===== config.mk =====
export PLATFORM = sky130hd
export DESIGN_NAME = post_code_qspi_slave
export DESIGN_NICKNAME = d
export VERILOG_FILES = /design/src/rtl/post_code_qspi_slave.sv
export SDC_FILE = /design/constraint.sdc
export NUM_CORES = 1
export LEC_CHECK = 0
export BUFFER_PORTS_ARGS = -buffer_cell sky130_fd_sc_hd__buf_2
export CORE_MARGIN = 4
export CORE_UTILIZATION = 34
export DETAILED_ROUTE_END_ITERATION = 8
export HOLD_SLACK_MARGIN = 0.05
export MAX_ROUTING_LAYER = met4
export PLACE_DENSITY = 0.6
export SLEW_MARGIN = 20
export SYNTH_ARGS = -nofsm -noshare
export SYNTH_HDL_FRONTEND = slang
export SYNTH_SLANG_ARGS = --single-unit

===== constraint.sdc =====
create_clock -name sys_clk -period 3.42 [get_ports sys_clk]
set_input_delay 0.684 -clock sys_clk [delete_from_list [all_inputs] [get_ports sys_clk]]
set_output_delay 0.684 -clock sys_clk [all_outputs]
set_load 0.005 [all_outputs]

===== src/rtl/post_code_qspi_slave.sv =====
// post_code_qspi_slave: queues POST-code writes snooped from LPC and serves
// them to an external QSPI host as framed 4-bit nibbles (tag, then data MSB
// first). Host pins are oversampled in the sys_clk domain.
// Optional build macro: POST_CODE_DEDUP_EN drops a write equal to the most
// recently accepted entry.
module post_code_qspi_slave #(
  parameter int DATA_W = 8,
  parameter int DEPTH  = 16,
  parameter int NPORTS = 2
) (
  input  logic                     sys_clk,
  input  logic                     rst,
  input  logic                     code_valid,
  input  logic [3:0]               code_port,
  input  logic [DATA_W-1:0]        code_data,
  input  logic                     qspi_cs_n,
  input  logic                     qspi_sck,
  output logic [3:0]               qspi_out,
  output logic                     qspi_int,
  output logic                     fifo_ovf,
  output logic [$clog2(DEPTH):0]   fifo_level
);

  localparam int AW  = $clog2(DEPTH);
  localparam int LW  = AW + 1;
  localparam int NIB = 1 + DATA_W / 4;
  localparam int EW  = 4 * NIB;
  localparam int KW  = $clog2(NIB);

  localparam logic [4:0]    NP       = 5'(NPORTS);
  localparam logic [LW-1:0] FULL_LVL = LW'(DEPTH);
  localparam logic [KW-1:0] K_LAST   = KW'(NIB - 1);

  typedef enum logic [1:0] {IDLE, SEND, DONE} state_t;

  state_t          state, state_nxt;
  logic            cs_s1, cs_s2, cs_d;
  logic            sck_s1, sck_s2, sck_d;
  logic            cs_fall, cs_rise, sck_rise;

  logic [EW-1:0]   mem [DEPTH];
  logic [AW-1:0]   wr_ptr, rd_ptr;
  logic [EW-1:0]   head, entry_in;
  logic            empty, full, port_ok, dup, push_req, push, pop, drop;
  logic [LW-1:0]   level_nxt;

  logic [EW-1:0]   shift, shift_nxt;
  logic [KW-1:0]   k, k_nxt;
  logic            frame_vld, frame_vld_nxt;
  logic [3:0]      out_nxt;

  // Two-flop synchronisers plus one delay stage for edge detection
  always_ff @(posedge sys_clk or posedge rst) begin
    if (rst) begin
      {cs_s1, cs_s2, cs_d}    <= '1;
      {sck_s1, sck_s2, sck_d} <= '0;
    end else begin
      cs_s1  <= qspi_cs_n;
      cs_s2  <= cs_s1;
      cs_d   <= cs_s2;
      sck_s1 <= qspi_sck;
      sck_s2 <= sck_s1;
      sck_d  <= sck_s2;
    end
  end

  assign cs_fall  = cs_d & ~cs_s2;
  assign cs_rise  = ~cs_d & cs_s2;
  assign sck_rise = sck_s2 & ~sck_d;

  // FIFO status and push qualification
  assign entry_in = {code_port, code_data};
  assign head     = mem[rd_ptr];
  assign empty    = (fifo_level == '0);
  assign full     = (fifo_level == FULL_LVL);
  assign port_ok  = code_valid && ({1'b0, code_port} < NP);

`ifdef POST_CODE_DEDUP_EN
  logic          last_vld;
  logic [EW-1:0] last_entry;

  // Remember the most recently accepted entry for duplicate suppression
  always_ff @(posedge sys_clk or posedge rst) begin
    if (rst) begin
      last_vld   <= 1'b0;
      last_entry <= '0;
    end else if (push) begin
      last_vld   <= 1'b1;
      last_entry <= entry_in;
    end
  end

  assign dup = last_vld && (last_entry == entry_in);
`else
  assign dup = 1'b0;
`endif

  // A pop in the same cycle frees the slot, so a push into a full FIFO is kept
  assign push_req = port_ok && !dup;
  assign push     = push_req && (!full || pop);
  assign drop     = push_req && full && !pop;

  // Next occupancy from the push/pop pair
  always_comb begin
    level_nxt = fifo_level;
    case ({push, pop})
      2'b10:   level_nxt = fifo_level + LW'(1);
      2'b01:   level_nxt = fifo_level - LW'(1);
      default: level_nxt = fifo_level;
    endcase
  end

  // FIFO pointers, occupancy, interrupt and sticky overflow
  always_ff @(posedge sys_clk or posedge rst) begin
    if (rst) begin
      wr_ptr     <= '0;
      rd_ptr     <= '0;
      fifo_level <= '0;
      qspi_int   <= 1'b0;
      fifo_ovf   <= 1'b0;
    end else begin
      if (push) wr_ptr <= wr_ptr + AW'(1);
      if (pop)  rd_ptr <= rd_ptr + AW'(1);
      fifo_level <= level_nxt;
      qspi_int   <= (level_nxt != '0);
      fifo_ovf   <= fifo_ovf | drop;
    end
  end

  // FIFO storage write port
  always_ff @(posedge sys_clk) begin
    if (push) mem[wr_ptr] <= entry_in;
  end

  // Host FSM state register
  always_ff @(posedge sys_clk or posedge rst) begin
    if (rst) state <= IDLE;
    else     state <= state_nxt;
  end

  // Host FSM next-state logic
  always_comb begin
    state_nxt = state;
    case (state)
      IDLE:    if (cs_fall) state_nxt = SEND;
      SEND: begin
        if (cs_rise)                        state_nxt = IDLE;
        else if (sck_rise && (k == K_LAST)) state_nxt = DONE;
      end
      DONE:    if (cs_rise) state_nxt = IDLE;
      default: state_nxt = IDLE;
    endcase
  end

  // Host FSM outputs: frame latch, nibble index, presented nibble, pop
  always_comb begin
    out_nxt       = qspi_out;
    k_nxt         = k;
    shift_nxt     = shift;
    frame_vld_nxt = frame_vld;
    pop           = 1'b0;
    case (state)
      IDLE: begin
        out_nxt = '0;
        k_nxt   = '0;
        if (cs_fall) begin
          frame_vld_nxt = !empty;
          shift_nxt     = empty ? '1 : head;
          out_nxt       = empty ? 4'hF : head[EW-1 -: 4];
        end
      end
      SEND: begin
        if (cs_rise) begin
          out_nxt = '0;
          k_nxt   = '0;
        end else if (sck_rise) begin
          if (k == K_LAST) begin
            out_nxt = 4'hF;
            pop     = frame_vld;
          end else begin
            k_nxt     = k + KW'(1);
            shift_nxt = {shift[EW-5:0], 4'hF};
            out_nxt   = shift[EW-5 -: 4];
          end
        end
      end
      DONE: begin
        if (cs_rise) begin
          out_nxt = '0;
          k_nxt   = '0;
        end else begin
          out_nxt = 4'hF;
        end
      end
      default: begin
        out_nxt = '0;
        k_nxt   = '0;
      end
    endcase
  end

  // Registered frame datapath and host output
  always_ff @(posedge sys_clk or posedge rst) begin
    if (rst) begin
      qspi_out  <= '0;
      k         <= '0;
      shift     <= '0;
      frame_vld <= 1'b0;
    end else begin
      qspi_out  <= out_nxt;
      k         <= k_nxt;
      shift     <= shift_nxt;
      frame_vld <= frame_vld_nxt;
    end
  end

endmodule


# Yosys cells after proc, flatten, opt, wreduce, memory -nomap -nowiden
# Memories as Yosys holds them, arrays and structs flattened.
# Cells that the tools add are included.
word_totals:
  ff_bits: 38
  latch_bits: 0
  ramBits: 192
  rom_bits: 0
  output_inout_bits: 11
  elab_cells: 90
  memories: 1
mem_list:
  columns: ["memory", "words", "width", "rd", "rd_ports_with_merged_regs", "wr", "line", "source"]
  rows:
  - ["mem", 16, 12, 1, 0, 1, "41", "logic [EW-1:0] mem [DEPTH];"]
op_classes:
  addsub: 5
  mul: 0
  n_div: 0
  magnitude_cmp: 1
  eq_ne: 14
  shift: 0
  n_mux: 29
  bitwise_logic: 7
  reduce_logical: 17
ops:
  columns: ["cell", "count"]
  rows:
  - ["$mux 8", 5]
  - ["$mux 4", 6]
  - ["$pmux 8 s2", 1]
  - ["$mux 2", 7]
  - ["$pmux 4 s3", 1]
  - ["$ne 2x2->1 const B", 5]
  - ["$pmux 5 s2", 1]
  - ["$ne 3x3->1 const B", 3]
  - ["$add 4x1->4 const B", 2]
  - ["$eq 2x2->1 const B", 3]
  - ["$mux 1", 6]
  - ["$pmux 2 s3", 1]
  - ["$reduce_and 3->1", 2]
  - ["$add 5x1->5 const B", 1]
  - ["$eq 5x5->1 const B", 1]
  - ["$logic_and 1x1->1", 5]
  - ["$logic_not 5->1", 1]
  - ["$reduce_and 5->1", 1]
  - ["$reduce_bool 5->1", 1]
  - ["$sub 5x1->5 const B", 1]
  - ["$eq 2x1->1 const B", 2]
  - ["$lt 4x2->1 const B", 1]
  - ["$pmux 2 s2", 1]
  - ["$and 1x1->1", 3]
  - ["other kinds (8)", 12]

# Longest topological paths before layout
depth:
  depth_word: 10
  mapped_depth: 10

# Worst setup path before layout
# OpenSTA, ideal clock, no wires.
synth_timing:
  path_kind: "reg2reg"
  from: "register k[0]"
  to: "memory mem[1][0] (netlist bit) (enable)"
  arrival_ps: 2762
  required_ps: 3008
  path_slack_ps: 245
  path_stages_with_launch: 7
  n_path_buf: 0
  synth_period_minus_slack_ps: 3175
  cell_sequence: "dfrtp_1 > inv_1 > ha_1 > nand4b_1 > nor3_1 > o21ai_1 > nor4_1"
synth_between:
  elab_chain_cells: 9
synth_lines:
  columns: ["item", "line", "source"]
  rows:
  - ["start: declaration", "48", "logic [KW-1:0] k, k_nxt;"]
  - ["start signal: assignment", "211", "k <= k_nxt;"]
  - ["$eq 2x2->1", "177", "if (k == K_LAST) begin"]
  - ["$mux 1", "177", null]
  - ["$mux 1", "176", "end else if (sck_rise) begin"]
  - ["$mux 1", "173", "if (cs_rise) begin"]
  - ["$mux 1", "162", "case (state)"]
  - ["$logic_or 1x1->1", "100", "assign push = push_req && (!full || pop);"]
  - ["$logic_and 1x1->1", "100", null]
  - ["$mux 1", "132", "if (push) mem[wr_ptr] <= entry_in;"]
  - ["$mux 1 (not written as such)", "132", null]
  - ["end: declaration", "41", null]
# Every way passes these cells.

# Worst setup path in the final report
layout_timing:
  from: "register k[0]"
  to: "register qspi_int"
layout_between:
  elab_chain_cells: 10
  word_cells_on_any_way: 11
layout_lines:
  columns: ["item", "line", "source"]
  rows:
  - ["$eq 2x2->1 (*)", "177", null]
  - ["$mux 1 (*)", "177", null]
  - ["$mux 1 (*)", "176", null]
  - ["$mux 1 (*)", "173", null]
  - ["$mux 1 (*)", "162", null]
  - ["$logic_or 1x1->1", "100", null]
  - ["$logic_and 1x1->1", "100", null]
  - ["$eq 2x1->1 or $eq 2x2->1 (tied branches)", "106", "case ({push, pop})"]
  - ["$pmux 5 s2 (*)", "106", null]
  - ["net level_nxt[3]", "45", "logic [LW-1:0] level_nxt;"]
  - ["$reduce_bool 5->1 (*)", "125", "qspi_int <= (level_nxt != '0);"]
  - ["end signal: assignment", "125", null]
  - ["end: declaration", "19", "output logic qspi_int,"]
# The timed path passes the listed nets; every way through them passes the cells marked *.
# A chain may end at the register's enable or synchronous reset.

==> reports/metrics.csv <==
metric,value,unit
seq_area,6720,um^2
syn_nets,489,
antenna_found_initial,0,
power.density,597,nW/um^2
critPathMaxStageDelay,0.51,ns
wl,18700,um
fin_crit,3.08,ns
fin_tns_setup,0,ns
die_w,172,um
drive_above_1_share,0.340,
netlist_top_cells_area,"edfxtp_1, mux4_2, dfrtp_1",
cts_hold_buf,0,
cts_buffers,23,
clock.fmax,324,MHz
multi_input_area,2380,um^2
clockRootBuffer,clkbuf_16,
htree_levels,1,
syn_avg_cell_area,19.9,um^2
grt_pass1_wl,28700,um
r2r_slack,0.34,ns
cp-startpoint,k[0],
grt_overflow,0,
syn2layout_area_growth,17.8,%
synth-main-ff-cell,edfxtp_1,
cts.sinks,230,
cp_slowest_cell,or4_1,
p_total,6450,uW
crit_chain,inv_1 -> ha_1 -> nand4b_1 -> nor4_4 -> ha_1 -> a21o_1 -> a21oi_1 -> xnor2_1 -> a22o_1 -> or4_1,
yosysMostFrequentCell,edfxtp_1,
ant_nets,0,
clockBufferDepth,3,
wire_per_inst,20.9,um
hold_depth,1,
die_h,172,um
synth_largest_area_cell,edfxtp_1,
critPathKind,register to register,
dp_hpwl,12600,um
timing.rr.start,k[0],
ys_seq_area_frac,0.733,
r2r-end,qspi_int,
synth_edf_count,192,
arrival,3.45,ns
drc,0,
clock_latency,0.51,ns
crit_fanout,9,
cap_viol_max_count,0,
worstRegToRegCells,10,
ys_ff_latch,230,
grt_max_degree,50,
grt_usage,0.132,
vias,4579,
num_antenna_cells,0,
worstHoldStart,qspi_cs_n,
via_per_inst,5.14,
power_leakage,0.00359,uW
hold_violations,0,
fp-row-count,59,
post_cts_buffers,0,
critPathLaunchType,register,
hp-class,input pin to register,
first_pass_iters,4,
crit_required,3.78,ns
cts.clk_slew.worst_paths,0.06,ns
period_share,0.901,
outcome,"complete, no violations",
portBuffers,27,
finClkSkew,0.0150,ns
slew_headroom,0.462,
ios,28,
finalSetupViolations,0,
num-fill-cells,2329,
worstSetupEndpointType,register,
yosys-top-cells-count,"edfxtp_1, mux4_2, dfrtp_1",
initial_core_util,0.349,
nNetsFinal,566,
synth.distinct_cells,53,
cts_resized,0,
cts_tree,yes,
die-area,29700,um^2
core_area,26300,um^2
syn_inst,462,
synth-warning-count,0,
rsz0062_at_grt,no,
drv_slew,0,
synthArstFlopShare,0.165,
worst_slew_pin_slew,0.806,ns
yosysTopAreaCellShare,0.628,
gp_congestion,0.869,
syn_area,9170,um^2
path_common_cell,ha_1,
drt_iter0_markers,379,
grt_pass1_vias,4776,
hold_end,cs_s1,
ir_drop,0.303,mV
## per-stage QoR
step	hold slack (ns)	cell area [um^2]	setup slack, ns	std cells	utilization
detailed placement	0.343	10000	0.245	849	0.382
global placement	0.345	10000	0.253	849	0.382
global route	0.268	10800	0.160	891	0.411
floorplan	0.331	9170	0.245	462	-
finish	0.289	10800	0.338	891	0.411
CTS	0.269	10800	0.349	891	0.411
## placed cells by master (no fill, tap or decap), types with 7 or more instances in the layout
cell type,Yosys,routed
buf_4,0,41
mux4_2,56,56
o21ai_0,12,12
nor2_1,13,13
nand2_1,17,17
clkbuf_16,0,23
mux2i_1,7,7
edfxtp_1,192,192
buf_2,9,27
clkinv_2,0,8
ha_1,9,9
a21oi_1,7,7
inv_1,9,9
xnor2_1,8,8
dfrtp_1,35,33
## flip-flops by register name, summed over array words and instances, names as in the netlist
name and flops:
fifo_ovf 1, k 2, mem 192, cs_s1 1, qspi_int 1, wr_ptr 4
frame_vld 1, sck_s1 1, cs_d 1, cs_s2 1, fifo_level 5, shift 8
state 2, sck_d 1, qspi_out 4, rd_ptr 4, sck_s2 1
## cell type report
type / instances / share of cell area
multi-input cells: 205 / 0.220
flip-flops and latches: 230 / 0.622
well taps: 335 / 0.0388
clock buffers: 27 / 0.0546
repair buffers: 70 / 0.0447
clock inverters: 15 / 0.0167
inverters: 9 / 0.00313
## worst max-delay path: cells and delay by family, from the launching register on
family	cells	cell delay (ns)
and+or+nand+nor	3	1.24
adders and majority gates	2	0.61
AOI/OAI and AO/OA	3	0.57
DFF	1	0.39
xor gates and xnor gates	1	0.08
buffers and inverters	1	0.07
## worst max path at each step
stage	slack [ns]	cells after the start	end
floorplan	0.25	6	mem[1][0]
finish	0.34	10	qspi_int
detailed placement	0.24	10	qspi_int
global placement	0.25	10	qspi_int
global route	0.16	10	qspi_int
CTS	0.35	10	qspi_int
## kinds of logic (layout without fill, tap and decap cells)
logic type,count (synthesis),after routing,share of synthesized area
and+or+nand+nor,70,70,0.0431
xor gates and xnor gates,10,10,0.00955
muxes,67,67,0.150
adders and majority gates,10,10,0.0145
DFF,230,230,0.733
AOI/OAI and AO/OA,48,48,0.0368
buffers and inverters,27,121,0.0131
## metal layers
layer / routed length (um) / global-route usage / vias to the layer above
met1: 8200 / 0.180 / 2392
met3: 866 / 0.0217 / 37
met5: 0 / - / -
met2: 9060 / 0.207 / 104
li1: - / - / 2046
met4: 531 / 0.0349 / 0
## report_power, final
group          internal (uW)  total [uW]  switching [uW]
Combinational            270         577             307
Clock                   1540        2550            1000
Sequential              3180        3330             148
Total                   4990        6450            1460
Note: power is estimated with default switching activity, not from simulation.
